## config.mk

```make
export PLATFORM = sky130hd
export DESIGN_NAME = dt_cls_filter_flat
export DESIGN_NICKNAME = d
export VERILOG_FILES = /design/src/rtl/dt_cls_filter_if.sv /design/src/rtl/dt_cls_filter.sv /design/src/flat_wrapper.sv
export SDC_FILE = /design/constraint.sdc
export NUM_CORES = 1
export LEC_CHECK = 0
export BUFFER_PORTS_ARGS = -buffer_cell sky130_fd_sc_hd__buf_2
export CAP_MARGIN = 10
export CORE_MARGIN = 4
export CORE_UTILIZATION = 29
export CTS_CLUSTER_SIZE = 20
export DETAILED_ROUTE_END_ITERATION = 7
export GPL_ROUTABILITY_DRIVEN = 0
export SYNTH_ARGS = -nofsm -noshare
export SYNTH_HDL_FRONTEND = slang
export SYNTH_SLANG_ARGS = --single-unit
```

## constraint.sdc

```tcl
create_clock -name clk -period 4.3 [get_ports clk]
set_clock_uncertainty 0.1 [all_clocks]
set_input_delay 1.29 -clock clk [delete_from_list [all_inputs] [get_ports clk]]
set_output_delay 1.29 -clock clk [all_outputs]
set_load 0.02 [all_outputs]
```

## src/rtl/dt_cls_filter_if.sv

```systemverilog
// Classifier-side sample input, stable-class status and stable-change event port
// of the temporal confirmation filter.
interface dt_cls_filter_if #(
  parameter int C = 3
);
  logic         in_valid;
  logic [C-1:0] in_cls;
  logic         stable_valid;
  logic [C-1:0] stable_cls;
  logic         evt_valid;
  logic         evt_ready;
  logic [C-1:0] evt_cls;
  logic [C-1:0] evt_prev;
  logic [7:0]   drop_cnt;
  logic [7:0]   invalid_cnt;

  modport master (
    output in_valid, in_cls, evt_ready,
    input  stable_valid, stable_cls, evt_valid, evt_cls, evt_prev, drop_cnt, invalid_cnt
  );

  modport slave (
    input  in_valid, in_cls, evt_ready,
    output stable_valid, stable_cls, evt_valid, evt_cls, evt_prev, drop_cnt, invalid_cnt
  );
endinterface

```

## src/rtl/dt_cls_filter.sv

```systemverilog
// Temporal confirmation filter: a class becomes stable after CONFIRM consecutive
// identical valid samples; each stable change is offered once on a valid/ready port.
module dt_cls_filter #(
  parameter int C       = 3,
  parameter int MAX_CLS = 5,
  parameter int CONFIRM = 4
) (
  input  logic           clk,
  input  logic           rst_n,
  dt_cls_filter_if.slave bus
);
  localparam int           RW      = $clog2(CONFIRM + 1);
  localparam logic [RW-1:0] RUN_MAX = RW'(CONFIRM);
  localparam logic [C-1:0]  MAX_C   = C'(MAX_CLS);

  typedef enum logic {UNLOCKED = 1'b0, LOCKED = 1'b1} lock_t;
  typedef enum logic {EMPTY = 1'b0, FULL = 1'b1} slot_t;

  lock_t         lock_reg, lock_next;
  slot_t         slot_reg, slot_next;
  logic [C-1:0]  cand_reg, cand_next;
  logic [RW-1:0] run_reg, run_next;
  logic [C-1:0]  stable_cls_reg, stable_cls_next;
  logic [C-1:0]  evt_cls_reg, evt_cls_next;
  logic [C-1:0]  evt_prev_reg, evt_prev_next;
  logic [7:0]    drop_cnt_reg, drop_cnt_next;
  logic [7:0]    invalid_cnt_reg, invalid_cnt_next;
  logic          sample_ok, sample_bad, confirm;

  assign sample_ok  = bus.in_valid && (bus.in_cls <= MAX_C);
  assign sample_bad = bus.in_valid && (bus.in_cls > MAX_C);

  always_ff @(posedge clk or negedge rst_n) begin
    if (!rst_n) begin
      lock_reg        <= UNLOCKED;
      slot_reg        <= EMPTY;
      cand_reg        <= '0;
      run_reg         <= '0;
      stable_cls_reg  <= '0;
      evt_cls_reg     <= '0;
      evt_prev_reg    <= '0;
      drop_cnt_reg    <= '0;
      invalid_cnt_reg <= '0;
    end else begin
      lock_reg        <= lock_next;
      slot_reg        <= slot_next;
      cand_reg        <= cand_next;
      run_reg         <= run_next;
      stable_cls_reg  <= stable_cls_next;
      evt_cls_reg     <= evt_cls_next;
      evt_prev_reg    <= evt_prev_next;
      drop_cnt_reg    <= drop_cnt_next;
      invalid_cnt_reg <= invalid_cnt_next;
    end
  end

  always_comb begin
    lock_next        = lock_reg;
    slot_next        = slot_reg;
    cand_next        = cand_reg;
    run_next         = run_reg;
    stable_cls_next  = stable_cls_reg;
    evt_cls_next     = evt_cls_reg;
    evt_prev_next    = evt_prev_reg;
    drop_cnt_next    = drop_cnt_reg;
    invalid_cnt_next = invalid_cnt_reg;
    confirm          = 1'b0;

    if (sample_ok) begin
      if (bus.in_cls == cand_reg && run_reg != '0) begin
        run_next = (run_reg == RUN_MAX) ? run_reg : run_reg + RW'(1);
      end else begin
        cand_next = bus.in_cls;
        run_next  = RW'(1);
      end
    end else if (sample_bad) begin
      run_next = '0;
      if (invalid_cnt_reg != 8'hFF) invalid_cnt_next = invalid_cnt_reg + 8'd1;
    end

    // Only a valid sample can complete a run; a held full run matches stable_cls.
    confirm = sample_ok && (run_next == RUN_MAX) &&
              (lock_reg == UNLOCKED || cand_next != stable_cls_reg);

    if (confirm) begin
      lock_next       = LOCKED;
      stable_cls_next = cand_next;
      evt_cls_next    = cand_next;
      evt_prev_next   = stable_cls_reg;
      slot_next       = FULL;
      if (slot_reg == FULL && !bus.evt_ready && drop_cnt_reg != 8'hFF)
        drop_cnt_next = drop_cnt_reg + 8'd1;
    end else if (slot_reg == FULL && bus.evt_ready) begin
      slot_next = EMPTY;
    end
  end

  assign bus.stable_valid = (lock_reg == LOCKED);
  assign bus.stable_cls   = stable_cls_reg;
  assign bus.evt_valid    = (slot_reg == FULL);
  assign bus.evt_cls      = evt_cls_reg;
  assign bus.evt_prev     = evt_prev_reg;
  assign bus.drop_cnt     = drop_cnt_reg;
  assign bus.invalid_cnt  = invalid_cnt_reg;
endmodule
```

## src/flat_wrapper.sv

```systemverilog
// flat-port wrapper written by rule: the top's interface ports become plain ports
module dt_cls_filter_flat 
#(
  parameter int C       = 3,
  parameter int MAX_CLS = 5,
  parameter int CONFIRM = 4
)
  (clk, rst_n, bus_in_valid, bus_in_cls, bus_evt_ready, bus_stable_valid, bus_stable_cls, bus_evt_valid, bus_evt_cls, bus_evt_prev, bus_drop_cnt, bus_invalid_cnt);
  dt_cls_filter_if #(.C(C)) bus_i ();
  input  logic clk;
  input  logic rst_n;
  input wire logic [$bits(bus_i.in_valid)-1:0] bus_in_valid;
  input wire logic [$bits(bus_i.in_cls)-1:0] bus_in_cls;
  input wire logic [$bits(bus_i.evt_ready)-1:0] bus_evt_ready;
  output wire logic [$bits(bus_i.stable_valid)-1:0] bus_stable_valid;
  output wire logic [$bits(bus_i.stable_cls)-1:0] bus_stable_cls;
  output wire logic [$bits(bus_i.evt_valid)-1:0] bus_evt_valid;
  output wire logic [$bits(bus_i.evt_cls)-1:0] bus_evt_cls;
  output wire logic [$bits(bus_i.evt_prev)-1:0] bus_evt_prev;
  output wire logic [$bits(bus_i.drop_cnt)-1:0] bus_drop_cnt;
  output wire logic [$bits(bus_i.invalid_cnt)-1:0] bus_invalid_cnt;
  assign bus_i.in_valid = bus_in_valid;
  assign bus_i.in_cls = bus_in_cls;
  assign bus_i.evt_ready = bus_evt_ready;
  assign bus_stable_valid = bus_i.stable_valid;
  assign bus_stable_cls = bus_i.stable_cls;
  assign bus_evt_valid = bus_i.evt_valid;
  assign bus_evt_cls = bus_i.evt_cls;
  assign bus_evt_prev = bus_i.evt_prev;
  assign bus_drop_cnt = bus_i.drop_cnt;
  assign bus_invalid_cnt = bus_i.invalid_cnt;
  dt_cls_filter #(.C(C), .MAX_CLS(MAX_CLS), .CONFIRM(CONFIRM)) u_core (.clk(clk), .rst_n(rst_n), .bus(bus_i));
endmodule
```

==> flow_metrics.py <==
metrics = {
    "worst_hold_path": {
        "min_path_cells": 1,
        "hold_path_class": "reg -> reg",
        "min-delay-start": "u_core.bus.invalid_cnt[6]$_DFFE_PN0P_",
        "hold_end": "u_core.bus.invalid_cnt[6]$_DFFE_PN0P_",
    },
    "power": {
        "clkPwrFrac_pct": 30.2,
        "cell_internal_pwr_mw": 0.478,
        "seq_power_share_pct": 50.0,
        "finalPower_mw": 0.685,
        "switching_share_pct": 30.3,
        "p_per_area_nw_per_um2": 384,
        "p_sw_mw": 0.207,
        "ir_drop_uv": 275,
        "p_comb_share_pct": 19.7,
        "leakage_nw": 0.909,
    },
    "drt": {
        "vias": 1029,
        "firstDrtPassIters": 4,
        "viasPerCell": 4.53,
        "drc": 0,
        "avgRoutedWirePerCell_um": 13.3,
        "drtAntennaViolNets": 0,
        "first_iter_violations": 63,
        "wl_um": 3030,
    },
    "setup_path": {
        "cp-end-kind": "flip-flop",
        "cp_cell_sequence": "buf_2 -> xnor2_1 -> o2111ai_1 -> nor4_4 -> nand3_1 -> mux2_2",
        "critPathArrivalTime_ns": 3.06,
        "critical-path-top-delay-family": "simple AND/OR/NAND/NOR gates",
        "slowest_delay_ns": 0.67,
        "r2r_end": "u_core.bus.drop_cnt[1]$_DFFE_PN0P_",
        "critPathMaxFanout": 12,
        "path_class": "in -> reg",
        "crit_required_ns": 4.36,
        "r2r_start": "u_core.run_reg[0]$_DFF_PN0_",
        "rrSetupSlack_ns": 1.75,
        "startpoint_type": "input port",
        "slowest_stage": "nor4_4",
        "path_depth": 6,
        "r2r_cells": 8,
        "path_buf_inv": 1,
    },
    "sta": {
        "finalWorstSetupSlack_ns": 1.30,
        "period_needed_ns": 3.00,
        "max_freq_ghz": 0.333,
        "slew_viol_final": 0,
        "grt_setup_unrepaired": "false",
        "slew_headroom_pct": 52.1,
        "setup_viol": 0,
        "tightest_slew_ns": 0.715,
        "timing.final.crit_share_pct": 69.8,
        "finalSetupTns_ns": 0,
        "finalHoldViolCount": 0,
    },
    "placed_design": {
        "numPortBuffers": 33,
        "place_ws_ns": 1.00,
        "dp_hpwl_um": 2230,
    },
    "grt": {
        "grt_start_max_net_pins": 31,
        "track_usage_pct": 10.9,
        "grt_overflow_total": 0,
        "grt_pass1_vias": 1068,
        "antenna_found_initial": 0,
        "grt_pass1_wl_um": 5330,
    },
    "cts": {
        "h-tree-depth": 2,
        "clkLatencyLatePin_ns": 0.27,
        "cts_hold_buffers": 0,
        "cts_resized": 0,
        "cts_max_path_buffers": 2,
        "tritoncts": "built",
        "post_cts_buffers": 0,
        "clock-root-buffer": "clkbuf_8",
        "cts_inserted_buffers": 5,
        "cts.sink_count": 30,
        "clkTransAtPathRegs_ns": 0.06,
    },
    "synth": {
        "synth-seq-area-share_pct": 49.9,
        "synth-seq-cells": 30,
        "ys_types": 32,
        "async_flop_share_pct": 100,
        "syn-mean-instance-area_um2": 12.0,
        "synth_edf_count": 0,
        "syn_area_um2": 1510,
        "syn_inst": 125,
        "synthFlopType": "dfrtp_1",
        "yosysWarnings": 0,
        "syn_nets": 136,
    },
    "floorplanning": {
        "row_count": 25,
        "die_h_um": 80.0,
        "dieArea_um2": 6410,
        "ioPinCount": 34,
        "start_util_pct": 30.8,
        "die_w_um": 80.0,
        "core-area_um2": 4880,
    },
    "job": {
        "drv_cap": 0,
    },
    "layout": {
        "fin_nets": 171,
        "final_cell_mix": "buf_2 (33), dfrtp_1 (30), xnor2_1 (17)",
        "diodes": 0,
        "fillers": 513,
        "area_growth_pct": 18.6,
        "mostFrequentLayoutCell": "buf_2",
        "layout-drive-gt1-share_pct": 34.4,
    },
    "status": {
        "status": "complete, no violations",
    },
}
## power by group through the flow
stage,Sequential (mW),Clock (mW),Combinational (mW)
2_1_floorplan,0.368,0,0.0684
3_3_place_gp,0.347,0,0.137
3_5_place_dp,0.347,0,0.137
4_1_cts,0.343,0.217,0.138
5_1_grt,0.348,0.231,0.150
6_report,0.343,0.207,0.135
## metal layers
| layer | vias to the layer above | track usage (%) | part of all wire, % |
|---|---|---|---|
| li1 | 506 | - | - |
| met1 | 493 | 14.7 | 50 |
| met2 | 26 | 16.1 | 44 |
| met3 | 4 | 3.50 | 4.6 |
| met4 | 0 | 4.05 | 1.4 |
| met5 | - | 0 | 0 |
## kinds of logic after synthesis
logic type / after synthesis / synth area share [%]
mux: 11 / 8.40
flops: 30 / 49.9
fa+ha+maj: 4 / 3.33
compound gates: 10 / 4.65
xor+xnor: 20 / 12.1
buf+inv: 10 / 4.24
simple gates: 40 / 17.4
## synthesized netlist by cell type, drive strengths merged, types with 2 or more instances
cell type / number / area (µm²)
inv: 5 / 18.8
buf: 5 / 45.0
nand2: 9 / 36.3
dfrtp: 30 / 751
and3: 7 / 43.8
o22ai: 2 / 12.5
nand4: 10 / 77.6
nor2: 2 / 7.51
a31oi: 2 / 12.5
xor2: 2 / 17.5
nand2b: 4 / 25.0
ha: 4 / 50.1
nand3: 3 / 15.0
mux2: 10 / 116
nor2b: 2 / 20.0
xnor2: 18 / 165
## worst max path at each step
stage	startpoint	to	slack (ns)
floorplan	bus_in_valid	u_core.bus.drop_cnt[1]$_DFFE_PN0P_	1.36
detailed placement	bus_in_cls[2]	u_core.bus.drop_cnt[1]$_DFFE_PN0P_	1.00
global route	bus_in_cls[2]	u_core.bus.drop_cnt[1]$_DFFE_PN0P_	1.14
CTS	bus_in_cls[2]	u_core.bus.drop_cnt[1]$_DFFE_PN0P_	1.29
finish	bus_in_cls[2]	u_core.bus.drop_cnt[1]$_DFFE_PN0P_	1.30
global placement	bus_in_cls[2]	u_core.bus.drop_cnt[1]$_DFFE_PN0P_	1.02
## cell type report
class                           count  area [µm²]  area share (%)
Sequential cell                    30         751            42.0
Clock buffer                        7        76.3            4.27
Multi-Input combinational cell     85         691            38.7
Timing Repair Buffer               33         165            9.25
Inverter                            5        18.8            1.05
Tap cell                           67        83.8            4.70
## through the flow
step                      hold slack [ns]  utilization (%)  std cells  cell area [µm²]
after floorplan                     0.433                -        125             1510
after global placement              0.377             35.0        220             1710
after detailed placement            0.384             35.0        220             1710
after CTS                           0.393             36.6        227             1790
after global routing                0.416             36.6        227             1790
final                               0.387             36.6        227             1790
Note: power is estimated with default switching activity, not from simulation.
